File: src/rtl/fetch_stage.sv
// Instruction-fetch stage with IF/ID pipeline register.
// Owns the PC, talks to instruction memory over a valid-based request/response
// handshake (at most one request outstanding, in-order responses), and hands
// {pc, pc+4, inst, valid} to decode. Honours decode stalls and EX redirects.
module fetch_stage #(
  parameter logic [31:0] RESET_PC = 32'h0000_0000,
  parameter logic [31:0] NOP_INST = 32'h0000_0013
) (
  input  logic        clk,
  input  logic        rst,
  input  logic        stall,
  input  logic        redirect,
  input  logic [31:0] redirect_pc,
  output logic        imem_req,
  output logic [31:0] imem_addr,
  input  logic [31:0] imem_rdata,
  input  logic        imem_valid,
  output logic [31:0] if_id_pc,
  output logic [31:0] if_id_pc4,
  output logic [31:0] if_id_inst,
  output logic        if_id_valid
);

  // FETCH: free to issue; WAIT: request to pc outstanding;
  // HELD: response captured while decode was stalled;
  // KILL: a stale request is outstanding and its response must be dropped.
  typedef enum logic [1:0] {
    FETCH = 2'd0,
    WAIT  = 2'd1,
    HELD  = 2'd2,
    KILL  = 2'd3
  } state_t;

  state_t      state_q, state_d;
  logic [31:0] pc_q, pc_d;
  logic [31:0] held_inst_q, held_inst_d;
  logic [31:0] if_id_pc_q, if_id_pc_d;
  logic [31:0] if_id_pc4_q, if_id_pc4_d;
  logic [31:0] if_id_inst_q, if_id_inst_d;
  logic        if_id_valid_q, if_id_valid_d;

  logic [31:0] pc_plus4;
  logic        deliver;
  logic [31:0] deliver_inst;

  // Wraps modulo 2^32 naturally from the 32-bit width.
  assign pc_plus4 = pc_q + 32'd4;

  // Next-state, PC update and memory request generation.
  always_comb begin
    state_d      = state_q;
    pc_d         = pc_q;
    held_inst_d  = held_inst_q;
    imem_req     = 1'b0;
    imem_addr    = pc_q;
    deliver      = 1'b0;
    deliver_inst = imem_rdata;
    unique case (state_q)
      FETCH: begin
        if (redirect) begin
          pc_d = redirect_pc;
        end else begin
          imem_req  = 1'b1;
          imem_addr = pc_q;
          state_d   = WAIT;
        end
      end
      WAIT: begin
        if (redirect) begin
          // The in-flight fetch is on the wrong path.
          pc_d    = redirect_pc;
          state_d = imem_valid ? FETCH : KILL;
        end else if (imem_valid) begin
          if (!stall) begin
            // Chain the next request in the same cycle for 1 IPC with a
            // single-cycle memory.
            deliver      = 1'b1;
            deliver_inst = imem_rdata;
            imem_req     = 1'b1;
            imem_addr    = pc_plus4;
            pc_d         = pc_plus4;
          end else begin
            held_inst_d = imem_rdata;
            state_d     = HELD;
          end
        end
      end
      HELD: begin
        if (redirect) begin
          pc_d    = redirect_pc;
          state_d = FETCH;
        end else if (!stall) begin
          deliver      = 1'b1;
          deliver_inst = held_inst_q;
          pc_d         = pc_plus4;
          state_d      = FETCH;
        end
      end
      KILL: begin
        if (redirect) begin
          pc_d = redirect_pc;
        end
        if (imem_valid) begin
          state_d = FETCH;
        end
      end
      default: state_d = FETCH;
    endcase
  end

  // IF/ID register next value: redirect flush beats stall hold beats load.
  always_comb begin
    if_id_pc_d    = if_id_pc_q;
    if_id_pc4_d   = if_id_pc4_q;
    if_id_inst_d  = NOP_INST;
    if_id_valid_d = 1'b0;
    if (redirect) begin
      if_id_inst_d  = NOP_INST;
      if_id_valid_d = 1'b0;
    end else if (stall) begin
      if_id_inst_d  = if_id_inst_q;
      if_id_valid_d = if_id_valid_q;
    end else if (deliver) begin
      if_id_pc_d    = pc_q;
      if_id_pc4_d   = pc_plus4;
      if_id_inst_d  = deliver_inst;
      if_id_valid_d = 1'b1;
    end
  end

  // State registers with synchronous reset.
  always_ff @(posedge clk) begin
    if (rst) begin
      state_q       <= FETCH;
      pc_q          <= RESET_PC;
      held_inst_q   <= 32'd0;
      if_id_pc_q    <= 32'd0;
      if_id_pc4_q   <= 32'd0;
      if_id_inst_q  <= NOP_INST;
      if_id_valid_q <= 1'b0;
    end else begin
      state_q       <= state_d;
      pc_q          <= pc_d;
      held_inst_q   <= held_inst_d;
      if_id_pc_q    <= if_id_pc_d;
      if_id_pc4_q   <= if_id_pc4_d;
      if_id_inst_q  <= if_id_inst_d;
      if_id_valid_q <= if_id_valid_d;
    end
  end

  assign if_id_pc    = if_id_pc_q;
  assign if_id_pc4   = if_id_pc4_q;
  assign if_id_inst  = if_id_inst_q;
  assign if_id_valid = if_id_valid_q;

endmodule
File: config.mk
export PLATFORM = sky130hd
export DESIGN_NAME = fetch_stage
export DESIGN_NICKNAME = d
export VERILOG_FILES = /design/src/rtl/fetch_stage.sv
export SDC_FILE = /design/constraint.sdc
export NUM_CORES = 1
export LEC_CHECK = 0
export BUFFER_PORTS_ARGS = -buffer_cell sky130_fd_sc_hd__buf_2
export CORE_ASPECT_RATIO = 1.75
export CORE_UTILIZATION = 59
export DETAILED_ROUTE_END_ITERATION = 12
export PLACE_DENSITY_LB_ADDON = 0.3
export SLEW_MARGIN = 25
export SYNTH_ARGS = -nofsm -noshare
export SYNTH_HDL_FRONTEND = slang
export SYNTH_SLANG_ARGS = --single-unit
File: constraint.sdc
create_clock -name clk -period 4.7 [get_ports clk]
set_input_delay 0.47 -clock clk [delete_from_list [all_inputs] [get_ports clk]]
set_output_delay 0.47 -clock clk [all_outputs]
set_load 0.02 [all_outputs]
==> results_dict.tcl <==
set metrics [dict create \
    outcome "finished clean" \
    worstSetupPathType "reg2out" \
    final_antenna_net_count 0 \
    synth.distinct_cells 71 \
    drc 0 \
    relSlewSlack_pct 31.57 \
    clk_pin_slew_ns 0.07 \
    vias 9043 \
    fin_skew_ns 0.01168 \
    cts_buffer_depth 2 \
    dr.pass1.iters 6 \
    core_um2 14510 \
    place_area_um2 9753 \
    initial_utilization_pct 60.86 \
    critPathCaptureType "output port" \
    worst_r2r_endpoint "if_id_pc4[31]$_SDFFE_PP0P_" \
    post_route_cells_drive_above_1_share_pct 21.53 \
    syn_area_per_cell_um2 7.595 \
    post-cts-setup-buffers 0 \
    worst_pin_slew_ns 1.026 \
    crit_end "imem_addr[16]" \
    most-common-layout-cells "197 x buf_2, 195 x nand2_1, 161 x dfxtp_1" \
    rr_worst_depth 9 \
    leakage_nw 4.052 \
    crit_required_ns 4.23 \
    worstSetupStartpoint "pc_q[2]$_SDFFE_PP0P_" \
    syn_to_final_growth_pct 17.73 \
    cts_tree "yes" \
    die_w_um 94.50 \
    n_fill_cell 1256 \
    overflow 0 \
    synth_edf_count 0 \
    grt_pass1_wl_mm 42.40 \
    synth_top_flop_cell "dfxtp_1" \
    fin_crit_sh_pct 76.15 \
    ios 199 \
    hold_slack_ns 0.2856 \
    worst_setup_path_start_kind "register" \
    period_needed_ns 3.579 \
    syn-instance-count 1163 \
    antenna_found_initial 1 \
    ir_drop_mv 0.2924 \
    grt_pass1_vias 8537 \
    setup_violations 0 \
    cp_max_fo 10 \
    place_congestion 0.9572 \
    rsz0062_at_grt "false" \
    setup_tns_ns 0 \
    fin_area_um2 10400 \
    cts_repair_resize_count 0 \
    hold_viol_final 0 \
    cap_viol_max_count 0 \
    clock_latency_ns 0.43 \
    synth_nets 1238 \
    grt_max_degree 94 \
    cts_max_level 4 \
    cts-root-buf "clkbuf_16" \
    holdBufCountCts 0 \
    netlist_top_cells_area "dfxtp_1 36%, nand2_1 8.3%, nor2_1 6.6%, a21oi_1 6.5%, xnor2_1 5.2%" \
    port_buffers 198 \
    cts-buffers-inserted 17 \
    power.density_nw_per_um2 375.5 \
    drt-total-wl_mm 26.57 \
    via_per_inst 6.085 \
    r2r_slack_ns 1.57 \
    syn_area_um2 8833 \
    async_flop_share_pct 0 \
    synth_top_area_cell "dfxtp_1" \
    rows 58 \
    drtIter0Drc 754 \
    grt_usage_pct 34.97 \
    synth_top_area_share_pct 36.49 \
    hold_path_class "in2reg" \
    post_drt_wl_per_cell_um 17.88 \
    dp_hpwl_mm 18.24 \
    ys_ff_latch 161 \
    timing.rr.start "state_q[1]$_SDFFE_PP0P_" \
    drv_slew 0 \
    fmax_mhz 279.4 \
    nNetsFinal 1367 \
    die_y_um 163.9 \
    ys_warn_count 0 \
    yosysSeqAreaShare_pct 36.49 \
    fp.dieArea_um2 15480 \
    layout.cells.most_common "buf_2" \
    critPathArrivalTime_ns 3.11 \
    cts_sinks 161 \
]
## synthesized netlist by cell type (3+ instances only)
cell type / count
a211oi_1: 38
a21oi_1: 115
a221oi_1: 12
a22oi_1: 3
a311oi_1: 3
a31oi_1: 3
and3_1: 9
and4_1: 4
buf_1: 15
buf_2: 21
buf_4: 8
clkbuf_1: 64
dfxtp_1: 161
ha_1: 6
inv_1: 13
mux2_2: 3
mux2i_1: 34
nand2_1: 195
nand2b_1: 6
nand3_1: 35
nand4_1: 19
nand4b_1: 3
nor2_1: 155
nor2b_1: 5
nor3_1: 27
nor3_2: 4
nor4_1: 8
o21ai_0: 25
o21bai_1: 4
o221ai_1: 4
o22ai_1: 13
o31ai_1: 6
xnor2_1: 52
xor2_1: 41
## power by group
part           leakage [nW]  internal (mW)  switching (mW)
Sequential             1.31           1.43           0.168
Combinational          2.43          0.298           0.467
Clock                 0.316          0.912           0.629
## sequential cells by signal (all words and copies together) (netlist names)
name / count
if_id_valid: 1
pc_q: 32
state_q: 2
if_id_pc4: 30
if_id_inst: 32
held_inst_q: 32
if_id_pc: 32
## critical path: stages (launching register included)
cell,delay [ns]
dfxtp_1,0.61
ha_1,0.41
nand4_1,0.34
nor3_2,0.58
nand3_1,0.22
nor2_1,0.16
xor2_1,0.18
buf_2,0.19
## routing by layer
layer  wire length (um)  vias up  track usage [%]
met5                  0        -                0
met4               1368        0            20.80
met3               2185      113            7.917
met2              13420      485            59.82
met1               9595     4186            38.93
li1                   -     4259                -
## per-stage QoR
step	util (%)	power, mW	instances	setup slack [ns]
floorplan	-	2.145	1163	2.133
global placement	67.20	2.362	1453	1.383
detailed placement	67.20	2.373	1453	1.384
CTS	71.64	3.895	1485	1.207
global route	71.66	4.043	1486	0.9400
finish	71.66	3.905	1486	1.121
## logic make-up after synthesis
group	share of synthesized area, %
compound gates	17.49
xor+xnor	9.221
fa+ha+maj	0.8498
buf+inv	6.105
flops	36.49
mux	4.235
simple gates	25.61
## cell type report
| class | instances | area, um2 | area share [%] |
|---|---|---|---|
| Timing Repair Buffer | 221 | 1166 | 11.21 |
| Inverter | 15 | 56.30 | 0.5414 |
| Clock buffer | 18 | 429.2 | 4.127 |
| Clock inverter | 14 | 215.2 | 2.069 |
| Multi-Input combinational cell | 876 | 5082 | 48.87 |
| Tap cell | 180 | 225.2 | 2.166 |
| Antenna cell | 1 | 2.502 | 0.02406 |
| Sequential cell | 161 | 3223 | 30.99 |
## worst min path at each step
| stage | from | end | slack, ns | cells after the start |
|---|---|---|---|---|
| 2_1_floorplan | held_inst_q[0]$_SDFFE_PP0P_ | held_inst_q[0]$_SDFFE_PP0P_ | 0.43 | 2 |
| 3_3_place_gp | held_inst_q[4]$_SDFFE_PP0P_ | held_inst_q[4]$_SDFFE_PP0P_ | 0.44 | 2 |
| 3_5_place_dp | if_id_pc[17]$_SDFFE_PP0P_ | if_id_pc[17]$_SDFFE_PP0P_ | 0.44 | 2 |
| 4_1_cts | imem_rdata[11] | held_inst_q[11]$_SDFFE_PP0P_ | 0.29 | 3 |
| 5_1_grt | imem_rdata[0] | held_inst_q[0]$_SDFFE_PP0P_ | 0.29 | 3 |
| 6_report | imem_rdata[11] | held_inst_q[11]$_SDFFE_PP0P_ | 0.29 | 3 |
(Power assumes the default switching activity.)
